## config.mk

```make
export PLATFORM = sky130hd
export DESIGN_NAME = fmanormpipe
export DESIGN_NICKNAME = d
export VERILOG_FILES = /design/src/rtl/fmanormpipe.sv
export SDC_FILE = /design/constraint.sdc
export NUM_CORES = 1
export LEC_CHECK = 0
export CAP_MARGIN = 20
export CORE_MARGIN = 2
export CORE_UTILIZATION = 54
export DETAILED_ROUTE_END_ITERATION = 12
export PLACE_DENSITY_LB_ADDON = 0.1
export SLEW_MARGIN = 10
export SYNTH_ARGS = -nofsm -noshare
export SYNTH_HDL_FRONTEND = slang
export SYNTH_SLANG_ARGS = --single-unit
```

## constraint.sdc

```tcl
create_clock -name clk -period 5.6 [get_ports clk]
set_input_delay 0.84 -clock clk [delete_from_list [all_inputs] [get_ports clk]]
set_output_delay 0.84 -clock clk [all_outputs]
set_load 0.02 [all_outputs]
```

## src/rtl/fmanormpipe.sv

```systemverilog
// Post-LZA normalization: clamps the anticipated shift for subnormal results,
// left-shifts the sum magnitude, applies the 1-bit LZA fix-up and adjusts the exponent.
module fmanormpipe #(
  parameter int WIDTH = 16,
  parameter int NE    = 8
) (
  input  logic                           clk,
  input  logic                           reset,
  input  logic                           InValid,
  output logic                           InReady,
  input  logic [WIDTH-1:0]               Sm,
  input  logic [$clog2(WIDTH+1)-1:0]     SCnt,
  input  logic signed [NE+1:0]           Se,
  input  logic                           Flush,
  output logic                           OutValid,
  input  logic                           OutReady,
  output logic [WIDTH-1:0]               Mf,
  output logic signed [NE+1:0]           Me,
  output logic                           Zero,
  output logic                           LzaCorr
);

  localparam int CW = $clog2(WIDTH+1);
  localparam int EW = NE + 2;
  localparam logic signed [EW-1:0] EZERO = '0;
  localparam logic signed [EW-1:0] EONE  = EW'(1);

  // Smallest exponent a normalized result may take is 1; the shift may not push below it.
  function automatic logic signed [EW-1:0] f_lim(input logic signed [EW-1:0] se);
    return (se > EZERO) ? (se - EONE) : EZERO;
  endfunction

  function automatic logic signed [EW-1:0] f_ext(input logic [CW-1:0] v);
    return signed'({{(EW-CW){1'b0}}, v});
  endfunction

  function automatic logic [CW-1:0] f_clamp_sh(input logic [CW-1:0] scnt,
                                               input logic signed [EW-1:0] lim);
    return (f_ext(scnt) > lim) ? lim[CW-1:0] : scnt;
  endfunction

  logic                    w_adv2;
  logic                    w_acc;
  logic signed [EW-1:0]    w_lim;
  logic                    w_clamp;
  logic [CW-1:0]           w_sh;
  logic                    w_room;
  logic                    w_zero;

  logic                    r_vld_p1;
  logic [WIDTH-1:0]        r_sm_p1;
  logic signed [EW-1:0]    r_se_p1;
  logic [CW-1:0]           r_sh_p1;
  logic                    r_clamp_p1;
  logic                    r_room_p1;
  logic                    r_zero_p1;

  logic [WIDTH-1:0]        w_t;
  logic                    w_corr;
  logic [WIDTH-1:0]        w_mf;
  logic signed [EW-1:0]    w_me;

  logic                    r_vld_p2;
  logic [WIDTH-1:0]        r_mf_p2;
  logic signed [EW-1:0]    r_me_p2;
  logic                    r_zero_p2;
  logic                    r_corr_p2;

  assign w_adv2  = r_vld_p1 & (~r_vld_p2 | OutReady);
  assign InReady = (~r_vld_p1 | w_adv2) & ~Flush;
  assign w_acc   = InValid & InReady;

  assign w_lim   = f_lim(Se);
  assign w_clamp = f_ext(SCnt) > w_lim;
  assign w_sh    = f_clamp_sh(SCnt, w_lim);
  assign w_room  = (f_ext(w_sh) + EONE) <= w_lim;
  assign w_zero  = (Sm == '0);

  // ---- S1: shift amount resolved, operand latched ----
  always_ff @(posedge clk) begin
    if (reset) begin
      r_vld_p1   <= 1'b0;
      r_sm_p1    <= '0;
      r_se_p1    <= '0;
      r_sh_p1    <= '0;
      r_clamp_p1 <= 1'b0;
      r_room_p1  <= 1'b0;
      r_zero_p1  <= 1'b0;
    end else begin
      if (Flush)
        r_vld_p1 <= 1'b0;
      else if (w_acc)
        r_vld_p1 <= 1'b1;
      else if (w_adv2)
        r_vld_p1 <= 1'b0;
      if (w_acc) begin
        r_sm_p1    <= Sm;
        r_se_p1    <= Se;
        r_sh_p1    <= w_sh;
        r_clamp_p1 <= w_clamp;
        r_room_p1  <= w_room;
        r_zero_p1  <= w_zero;
      end
    end
  end

  // The correction only fires when the extra shift still leaves the exponent >= 1.
  assign w_t    = r_sm_p1 << r_sh_p1;
  assign w_corr = ~r_zero_p1 & ~w_t[WIDTH-1] & ~r_clamp_p1 & r_room_p1;
  assign w_mf   = r_zero_p1 ? '0 : (w_corr ? (w_t << 1) : w_t);
  assign w_me   = r_zero_p1 ? EZERO
                            : (r_se_p1 - f_ext(r_sh_p1) - (w_corr ? EONE : EZERO));

  // ---- S2: normalized result held for the rounding stage ----
  always_ff @(posedge clk) begin
    if (reset) begin
      r_vld_p2  <= 1'b0;
      r_mf_p2   <= '0;
      r_me_p2   <= '0;
      r_zero_p2 <= 1'b0;
      r_corr_p2 <= 1'b0;
    end else begin
      if (Flush)
        r_vld_p2 <= 1'b0;
      else if (w_adv2)
        r_vld_p2 <= 1'b1;
      else if (OutReady)
        r_vld_p2 <= 1'b0;
      if (w_adv2 && !Flush) begin
        r_mf_p2   <= w_mf;
        r_me_p2   <= w_me;
        r_zero_p2 <= r_zero_p1;
        r_corr_p2 <= w_corr;
      end
    end
  end

  assign OutValid = r_vld_p2;
  assign Mf       = r_mf_p2;
  assign Me       = r_me_p2;
  assign Zero     = r_zero_p2;
  assign LzaCorr  = r_corr_p2;

endmodule
```

==> impl_metrics.csv <==
group,metric,value,unit
grt,antenna_found_initial,0,
clock_tree,cts-hold-fix-buffers,0,
floorplan,dieHeight,90.51,µm
setup_path,crit_path_cell_trace,"clkdlybuf4s50_1, inv_1, ha_1, nand3_1, o21bai_1, nor2_1, inv_1, ha_1, a21o_1, a21oi_1, a32oi_1, a21boi_1, mux2_2, ha_1, nand3_1, mux2i_1, xnor2_1, ha_1, nor2b_1, o21ai_0, o211ai_1, o221ai_1, nand3_1, a21oi_1",
detailed_routing,vias,3629,
logic_synthesis,synth_edf_count,0,
grt,grt_pass1_wl,16.01,mm
pwr,switching_share,28.20,%
pwr,power.density,256.3,mW/mm²
logic_synthesis,yosys_warnings,0,
sta,hold_viol,0,
setup_path,path_class,"primary input to flop",
clock_tree,cts_root_buffer,"clkbuf_8",
setup_path,ff2ff_setup_slack,0.70,ns
floorplan,row_count,31,
setup_path,crit_required,5.87,ns
detailed_routing,drc_errors,0,
layout,seq_area,0.001281,mm²
setup_path,arrival,5.32,ns
sta,slew_headroom,33.06,%
floorplan,die_x,90.51,µm
pwr,power.switching,0.0003636,W
pwr,clkPwrFrac,38.8,%
sta,fin_skew,0.01029,ns
clock_tree,cts_sinks,64,
detailed_routing,first_iter_violations,163,
layout,syn2layout_area_growth,24.49,%
grt,track_usage,23.58,%
sta,worst-slew-pin-transition,1.002,ns
grt,grt_pass1_vias,3351,
setup_path,cpPeakStageDelay,0.50,ns
setup_path,cp_num_buf_inv,3,
logic_synthesis,synth_seq_area_share,31.70,%
pwr,comb_power_share,22.8,%
placement,place.gp.congestion,0.8864,
setup_path,cp_top_family,"compound AO/OA/AOI/OAI gates",
floorplan,start_util,55.72,%
setup_path,rr_startpoint,"r_sh_p1[0]$_SDFFE_PP0P_",
clock_tree,clk_pin_slew_worst_paths,0.07,ns
floorplan,fp.coreArea,0.007253,mm²
floorplan,die-area,0.008192,mm²
detailed_routing,wl,9.509,mm
layout,multi_input_area,0.002537,mm²
outcome,status,"finished clean",
logic_synthesis,ys.flop_type,"dfxtp_1",
grt,grt_max_degree,51,
logic_synthesis,syn_inst,491,
clock_tree,cts_setup_buffers,0,
logic_synthesis,syn-num-nets,551,
pwr,ir_drop,0.1368,mV
detailed_routing,antenna_left,0,
logic_synthesis,synthDistinctLibCells,58,
layout,layout.nets,608,
layout,post-route-util,69.36,%
setup_path,startpoint_type,"primary input",
detailed_routing,first_pass_iters,4,
detailed_routing,via_per_inst,5.566,
pwr,leakagePower,1.937,nW
sta,final_max_slew_viol_count,0,
clock_tree,cts-buffers-inserted,9,
logic_synthesis,ys_ff_latch,64,
placement,port_buffers,65,
grt,overflow,0,
layout,final_cell_count_no_fill,652,
placement,place_inst,636,
clock_tree,cts_buffer_depth,2,
logic_synthesis,netlist_area,0.004041,mm²
pwr,pwr-share-seq,38.4,%
setup_path,crit_top_cell,"ha_1",
sta,setup_viol_count_final,0,
clock_tree,worstSkewPairLatency,0.35,ns
logic_synthesis,syn_avg_cell_area,8.231,µm²
sta,fmax,198.0,MHz
run,maxCapViolations,0,
sta,finalCritPeriodShare,90.18,%
sta,setup_tns,0,ns
placement,hpwl,7.182,mm
setup_path,cp_max_fo,8,
pwr,p_int,0.0009257,W
sta,rsz0062_at_grt,"false",
layout,fillers,621,
setup_path,end_kind,"flop",
layout,drive_gt1_share,8.318,%
floorplan,design.portCount,66,
placement,dp_slack,0.2304,ns
sta,fin_ws,0.5501,ns
clock_tree,cts_resized,0,
logic_synthesis,async_flop_share,0,%
setup_path,cp-startpoint,"Se[1]",
clock_tree,cts_tree,"yes",
layout,antenna_cells,0,
setup_path,critPathSlowestCell,"clkdlybuf4s50_1",
detailed_routing,routedWlPerCell,14.58,µm
worst_hold_path,hp-start,"Mf[7]$_SDFFE_PP0P_",
clock_tree,htree_levels,3,
sta,layout_min_cycle_time,5.050,ns
worst_hold_path,hp-class,"flop to flop",
==> registers in the layout (all words and copies together) (netlist names) <==
name	cells
OutValid	1
r_room_p1	1
r_sm_p1	16
r_sh_p1	5
Me	10
r_se_p1	10
r_zero_p1	1
Zero	1
Mf	16
r_vld_p1	1
r_clamp_p1	1
LzaCorr	1
==> Yosys cell counts (7+ instances only) <==
cell	n	area share, %
xnor2_1	7	1.5
nor2b_1	8	1.2
o21ai_0	13	1.6
a22oi_1	7	1.3
ha_1	22	6.8
inv_1	22	2.0
nand2_1	80	7.4
nor2_1	39	3.6
a211oi_1	8	1.5
dfxtp_1	64	32
xor2_1	8	1.7
nor3_1	9	1.1
clkbuf_1	20	1.9
mux2i_1	19	4.7
a21o_1	8	1.5
a21oi_1	53	6.6
nor4_1	7	1.1
==> worst register-to-register path, stage by stage, from the launching register on <==
cell	delay (ns)
dfxtp_1	0.77
mux4_1	0.68
mux4_2	0.47
nor2b_4	0.15
nor4b_4	0.25
inv_2	0.13
fa_1	0.44
fa_1	0.41
nand2b_1	0.16
a21o_1	0.19
a21o_1	0.19
a2111oi_0	0.54
xor2_1	0.17
a22oi_1	0.18
nor2_1	0.05
==> cell families after synthesis <==
| kind of cell | count (synthesis) | share of synthesized area (%) |
|---|---|---|
| AND/OR/NAND/NOR | 180 | 21.36 |
| AO/OA/AOI/OAI | 121 | 18.61 |
| flip-flops | 64 | 31.70 |
| buffers and inverters | 53 | 5.510 |
| multiplexers | 34 | 11.76 |
| adder cells (fa/ha/maj) | 24 | 7.802 |
| XOR/XNOR | 15 | 3.251 |
==> final cells by class <==
class,count,share of cell area (%)
Multi-Input combinational cell,374,50.44
Sequential cell,64,25.47
Timing Repair Buffer,75,14.82
Clock buffer,10,2.736
Tap cell,99,2.462
Clock inverter,6,2.288
Inverter,24,1.791
==> power by group through the flow <==
stage / logic (W) / clock network [W] / registers (W)
final: 0.000294 / 0.000500 / 0.000495
after detailed placement: 0.000292 / 0 / 0.000506
after floorplan: 0.000197 / 0 / 0.000506
after CTS: 0.000294 / 0.000507 / 0.000495
after global routing: 0.000326 / 0.000524 / 0.000499
after global placement: 0.000285 / 0 / 0.000504
==> per-layer routing <==
layer	GRT usage, %	up-vias	share of wire [%]
li1	-	1863	-
met1	33.39	1673	50
met2	36.19	79	45
met3	4.341	14	3.7
met4	7.949	0	1.5
met5	0	-	0
==> final timing paths <==
check / cells past startpoint / endpoint
hold reg to reg: 2 / Mf[7]$_SDFFE_PP0P_
setup / recovery: 24 / r_room_p1$_SDFFE_PP0P_
hold / removal: 2 / Mf[7]$_SDFFE_PP0P_
setup reg to reg: 14 / Me[8]$_SDFFE_PP0P_
==> placed cells by master, fill, tap and decap left out, types with 4 or more instances in the layout <==
cell type | synthesis | routed
a21o_1 | 8 | 8
a221o_1 | 4 | 4
xor2_1 | 8 | 8
a21oi_1 | 53 | 53
o21ai_1 | 4 | 4
clkdlybuf4s50_1 | 0 | 65
nor3_1 | 9 | 9
mux2_2 | 6 | 6
nor2b_1 | 8 | 8
dfxtp_1 | 64 | 64
a211oi_1 | 8 | 8
a22oi_1 | 7 | 7
o21ai_0 | 13 | 13
mux2i_1 | 19 | 19
buf_4 | 0 | 9
a22o_1 | 4 | 4
ha_1 | 22 | 22
inv_1 | 22 | 22
nand2_1 | 80 | 80
nor4_1 | 7 | 7
clkbuf_8 | 0 | 10
and3_1 | 6 | 6
mux4_1 | 4 | 4
nor2_1 | 39 | 39
nand2b_1 | 4 | 4
mux4_2 | 5 | 5
nand3_1 | 6 | 6
xnor2_1 | 7 | 7
==> stage by stage <==
step                      area (µm²)  total power (W)  hold slack, ns
after floorplan                 4041        0.0007030          0.4334
after global placement          4751        0.0007895          0.4285
after detailed placement        4778        0.0007982          0.4348
after CTS                       5031         0.001295          0.4451
after global routing            5031         0.001349          0.4642
final                           5031         0.001289          0.4397
No activity file was read; power rests on OpenSTA's default activity.
